===== src/rtl/lfsr_pkg.sv =====
// lfsr_pkg: shared LFSR defaults, stream FSM states and the single-step function.
package lfsr_pkg;

    localparam int          MAX_W     = 64;
    localparam int          DEF_WIDTH = 32;
    localparam logic [31:0] DEF_TAPS  = 32'h088C8892;
    localparam logic [31:0] DEF_SEED  = 32'd12403728;

    typedef enum logic {IDLE, RUN} state_e;

    // Generic over width: operands are zero-extended to MAX_W and the result masked back to width bits.
    function automatic logic [MAX_W-1:0] lfsr_next(input logic [MAX_W-1:0] s,
                                                   input logic [MAX_W-1:0] taps,
                                                   input int unsigned width);
        return ((s << 1) | MAX_W'(^(s & taps))) & ((MAX_W'(1) << width) - MAX_W'(1));
    endfunction

endpackage


===== src/rtl/lfsr_advance.sv =====
// lfsr_advance: purely combinational chain of STEPS Fibonacci LFSR steps.
module lfsr_advance
    import lfsr_pkg::*;
#(
    parameter int               WIDTH = DEF_WIDTH,
    parameter logic [WIDTH-1:0] TAPS  = WIDTH'(DEF_TAPS),
    parameter int               STEPS = 1
) (
    input  logic [WIDTH-1:0] cur,
    output logic [WIDTH-1:0] nxt
);

    logic [WIDTH-1:0] chain [STEPS+1];

    assign chain[0] = cur;

    for (genvar i = 0; i < STEPS; i++) begin : g_step
        assign chain[i+1] = WIDTH'(lfsr_next(MAX_W'(chain[i]), MAX_W'(TAPS), WIDTH));
    end

    assign nxt = chain[STEPS];

endmodule


===== src/rtl/lfsr_stream.sv =====
// lfsr_stream: LFSR pseudo-random word source with valid/ready output,
// runtime seed load, zero-lockup recovery and an accepted-word counter.
module lfsr_stream
    import lfsr_pkg::*;
#(
    parameter int               WIDTH = DEF_WIDTH,
    parameter logic [WIDTH-1:0] TAPS  = WIDTH'(DEF_TAPS),
    parameter logic [WIDTH-1:0] SEED  = WIDTH'(DEF_SEED),
    parameter int               STEPS = 1,
    parameter int               OUT_W = 8
) (
    input  logic             clk_i,
    input  logic             reset_i,
    input  logic             en_i,
    input  logic             seed_we_i,
    input  logic [WIDTH-1:0] seed_i,
    output logic [OUT_W-1:0] data_o,
    output logic             valid_o,
    input  logic             ready_i,
    output logic             lockup_o,
    output logic [31:0]      count_o,
    output logic [WIDTH-1:0] state_o
);

    state_e           fsm, fsm_nxt;
    logic [WIDTH-1:0] lfsr, adv, cand;
    logic             xfer, wr, zero;

    lfsr_advance #(.WIDTH(WIDTH), .TAPS(TAPS), .STEPS(STEPS)) u_adv (
        .cur(lfsr),
        .nxt(adv)
    );

    // A seed load wins over a coincident transfer; the transfer is still consumed.
    always_comb begin
        fsm_nxt = en_i ? RUN : IDLE;
        xfer    = valid_o & ready_i;
        wr      = seed_we_i | xfer;
        cand    = seed_we_i ? seed_i : adv;
        zero    = wr && (cand == '0);
    end

    always_ff @(posedge clk_i or posedge reset_i) begin
        if (reset_i) begin
            fsm      <= IDLE;
            lfsr     <= SEED;
            count_o  <= '0;
            lockup_o <= 1'b0;
        end else begin
            fsm      <= fsm_nxt;
            lockup_o <= zero;
            if (wr)
                lfsr <= zero ? SEED : cand;
            if (seed_we_i)
                count_o <= '0;
            else if (xfer)
                count_o <= count_o + 32'd1;
        end
    end

    assign valid_o = (fsm == RUN);
    assign data_o  = lfsr[OUT_W-1:0];
    assign state_o = lfsr;

endmodule


===== config.mk =====
export PLATFORM = sky130hd
export DESIGN_NAME = lfsr_stream
export DESIGN_NICKNAME = d
export VERILOG_FILES = /design/src/rtl/lfsr_pkg.sv /design/src/rtl/lfsr_advance.sv /design/src/rtl/lfsr_stream.sv
export SDC_FILE = /design/constraint.sdc
export NUM_CORES = 1
export LEC_CHECK = 0
export BUFFER_PORTS_ARGS = -buffer_cell sky130_fd_sc_hd__buf_4
export CAP_MARGIN = 20
export CELL_PAD_IN_SITES_DETAIL_PLACEMENT = 1
export CELL_PAD_IN_SITES_GLOBAL_PLACEMENT = 1
export CORE_MARGIN = 4
export CORE_UTILIZATION = 38
export DETAILED_ROUTE_END_ITERATION = 10
export PLACE_DENSITY = 0.9
export SLEW_MARGIN = 20
export SYNTH_ARGS = -nofsm -noshare
export SYNTH_HDL_FRONTEND = slang
export SYNTH_SLANG_ARGS = --single-unit

===== constraint.sdc =====
create_clock -name clk_i -period 2.7 [get_ports clk_i]
set_input_delay 0.27 -clock clk_i [delete_from_list [all_inputs] [get_ports clk_i]]
set_output_delay 0.27 -clock clk_i [all_outputs]
set_load 0.01 [all_outputs]

==> impl_summary.log <==
INFO  metric result_of_the_run = finished clean
INFO  metric yosys-top-cells-area = dfrtp_1 42%, dfstp_2 6.9%, mux2i_1 5.3%
INFO  metric net-switching-power = 0.6998 mW
INFO  metric starting_density = 39.15%
INFO  metric ctsLongestPathBuffers = 2
INFO  metric layout_worst_path_cycle_share = between 80% and 90%
INFO  metric hold_path_startpoint = en_i
INFO  metric initial_antenna_violation_count = 0
INFO  metric vias = around 3,200
INFO  metric grt_max_degree = 67
INFO  metric num_antenna_cells = 0
INFO  metric die_width = roughly 100 microns
INFO  metric grt_first_pass_wirelength = roughly 18 mm
INFO  metric detail-route-antenna-nets = 0
INFO  metric fin_total_pwr = about 2.6 mW
INFO  metric synthTopCellsByCount = 57 x dfrtp_1, 40 x nand2_1, 39 x nor2_1, 25 x o21ai_0
INFO  metric worstSetupStartpoint = state_o[3]
INFO  metric number_of_synthesized_flops_with_an_enable_pin = 0
INFO  metric sw_frac_of_total = a little over a quarter
INFO  metric cts_root_buf = clkbuf_8
INFO  metric synth.ff_latch_count = 66
INFO  metric critical_path.reg2reg.startpoint = state_o[3]
INFO  metric layout.filler_cells = between 1,000 and 1,500
INFO  metric worst_path_dominant_cell_family = simple AND/OR/NAND/NOR gates
INFO  metric clock_skew = roughly 0.0044 ns
INFO  metric unrepaired_setup_endpoints_after_global_routing = false
INFO  metric die_area = approximately 11,000 sq um
INFO  metric power.combinational.fraction = roughly 16%
INFO  metric power_frac_clock = between 40% and 50%
INFO  metric seq_area = 1663 sq um
INFO  metric row_count = 34
INFO  metric seq_power_share = about 44%
INFO  metric source_to_sink_clock_delay_at_the_later_pin_of_the_worst_skew_pair = around 0.34 ns
INFO  metric wire_per_inst = ~19 microns
INFO  metric buffer_and_inverter_count_on_the_worst_path = 1
INFO  metric port_buffers = 110
INFO  metric cts-htree-levels = 3
INFO  metric post-route-min-period = 2.383 ns
INFO  metric report.final.setup_viol = 0
INFO  metric post_cts.repair.setup_buffers = 0
INFO  metric critical_path_required = between 2 and 3 ns
INFO  metric netlist.area_leader.share = a little over 40%
INFO  metric p_int = approximately 1.9 mW
INFO  metric dp_hpwl = 7.822 mm
INFO  metric fin_setup_tns = 0 ns
INFO  metric worst-endpoint-arrival = between 2 and 3 ns
INFO  metric synth.cell_area = between 3000 and 4000 sq um
INFO  metric synth_warnings = 0
INFO  metric postSynth.asyncResetShare = 100.0%
INFO  metric cts_buffers = 9
INFO  metric post_drt_via_cell_ratio = approximately 5.6
INFO  metric worst_path_clk_slew = roughly 0.07 ns
INFO  metric setup.worst_path.end_class = register
INFO  metric leakage = 2.119 nW
INFO  metric gp_congestion = between 0.8 and 0.9
INFO  metric worstPathMaxFanout = 18
INFO  metric die_y = 103.0 microns
INFO  metric drc = 0
INFO  metric synthesis.nets = 399
INFO  metric groute.usage.overall = a little over a fifth
INFO  metric number_of_hold_violations_in_the_final_report = 0
INFO  metric syn-mean-instance-area = 9.504 sq um
INFO  metric startpoint_type = register
INFO  metric whs_endpoint = valid_o
INFO  metric worst_hold_path.num_cells = 1
INFO  metric areaGrowthSynthToFinish = 32.35%
INFO  metric synth_largest_area_cell = dfrtp_1
INFO  metric reg2reg_depth = 7
INFO  metric post_cts_resized = 0
INFO  metric critical_path.slowest_cell = or4_1
INFO  metric dr.pass1.iters = 4
INFO  metric timing.max_cap.violations = 0
INFO  metric clock_sink_count = 66
INFO  metric regToRegEndpoint = state_o[20]
INFO  metric worst_hold_path_type = primary input to register
INFO  metric finish.net_count = approximately 500
INFO  metric vdd_drop_max = approximately 0.25 mV
INFO  metric worst-slew-pin-transition = between 0.8 and 0.9 ns
INFO  metric yosysSeqAreaShare = slightly below 50%
INFO  metric yosysMostFrequentCell = dfrtp_1
INFO  metric placement.cell_area = 4289 sq um
INFO  metric timing_max_transition_violations_final = 0
INFO  metric rrSetupSlack = between 0.3 and 0.4 ns
INFO  metric max_stage_delay = ~0.50 ns
INFO  metric powerDensity = between 500 and 600 nW/um^2
INFO  metric drt_iter0_drc = about 110
INFO  metric route.final.wire_length = 10.85 mm
INFO  metric max_freq = about 0.42 GHz
INFO  metric floorplan.core_area = approximately 9000 sq um
INFO  metric final_area = 4541 sq um
INFO  metric grt_pass1_vias = about 3,400
INFO  metric layout-drive-gt1-share = between 30% and 40%
INFO  metric synthesis.instances = around 360
INFO  metric worst_slew_margin_rel = 41.76%
INFO  metric worstSetupPathType = register to register
INFO  metric overflow = 0
INFO  metric cts-hold-fix-buffers = 0
INFO  metric cts_tree = yes
INFO  metric yosysUniqueCellTypes = 36
INFO  metric io_pins = 111
INFO  metric multi_input_area = around 1600 sq um
INFO  metric dominantRegCellSynth = dfrtp_1
INFO  metric cell_by_cell_listing_of_the_critical_path = or4_1 -> nor4_1 -> o21ai_1 -> nor4b_4 -> buf_4 -> nor3_1 -> o31ai_1
-- cells in the final DEF, fill, tap and decap left out, drive strengths merged --
master and count:
or4b 3, mux2i 18, a21oi 7, and3 8, xor2 18, nor3b 1, nor2b 2, dfstp 9
o31ai 8, and4 4, nand3 7, clkinv 3, nand4 10, bufinv 3, or3 7, clkbuf 11
ha 1, mux2 1, and2 2, nor4 10, nor4b 1, or4 6, nor3 11, nor2 39
xnor2 16, buf 116, a31oi 5, o22ai 3, nand2 40, inv 3, o21ai 36, dfrtp 57
-- power groups by stage --
stage                     Combinational, mW  Sequential, mW  Clock [mW]
after global routing                  0.473            1.16        1.11
after CTS                             0.436            1.15        1.07
after floorplan                       0.218            1.16           0
after detailed placement              0.433            1.17           0
final                                 0.429            1.15        1.05
after global placement                0.421            1.17           0
-- area by class of cell --
| cell class | count | area share, % |
|---|---|---|
| well taps | 108 | 2.976 |
| multi-input cells | 264 | 35.35 |
| flip-flops and latches | 66 | 36.62 |
| clock inverters | 5 | 2.204 |
| inverters | 4 | 0.3307 |
| clock buffers | 11 | 3.334 |
| repair buffers | 116 | 19.18 |
-- routing by layer --
layer	wire, microns	up-vias	GRT usage [%]
li1	-	1465	-
met1	4652	1645	28.63
met2	5462	119	35.52
met3	650	10	4.330
met4	87	0	5.478
met5	0	-	0
-- flip-flops by register name, summed over array words and instances (netlist names) --
name,cells
state_o,32
lockup_o,1
count_o,32
valid_o,1
-- stage by stage --
step,hold slack [ns],std cells,utilization [%],setup slack (ns)
final,0.03903,574,51.81,0.3165
after global routing,0.01959,574,51.81,0.1524
after CTS,0.02401,574,51.81,0.3064
after detailed placement,0.3844,558,48.94,0.2546
after global placement,0.3813,558,48.94,0.3436
after floorplan,0.3014,361,-,0.5562
-- cells by family (layout without fill, tap and decap cells) --
kind of cell	Yosys count	in the layout	synth area share, %
xor gates and xnor gates	34	34	8.680
buffers and inverters	31	136	4.741
and+or+nand+nor	151	151	22.68
DFF	66	66	48.47
AOI/OAI and AO/OA	59	59	9.482
adders and majority gates	1	1	0.3646
muxes	19	19	5.580
-- worst max path at each step --
stage,end,slack (ns),depth (start not counted)
after floorplan,state_o[4],0.56,7
after global placement,state_o[18],0.34,8
after detailed placement,state_o[16],0.25,8
after CTS,state_o[23],0.31,7
after global routing,state_o[23],0.15,7
final,state_o[20],0.32,7
Note: power is estimated with default switching activity, not from simulation.
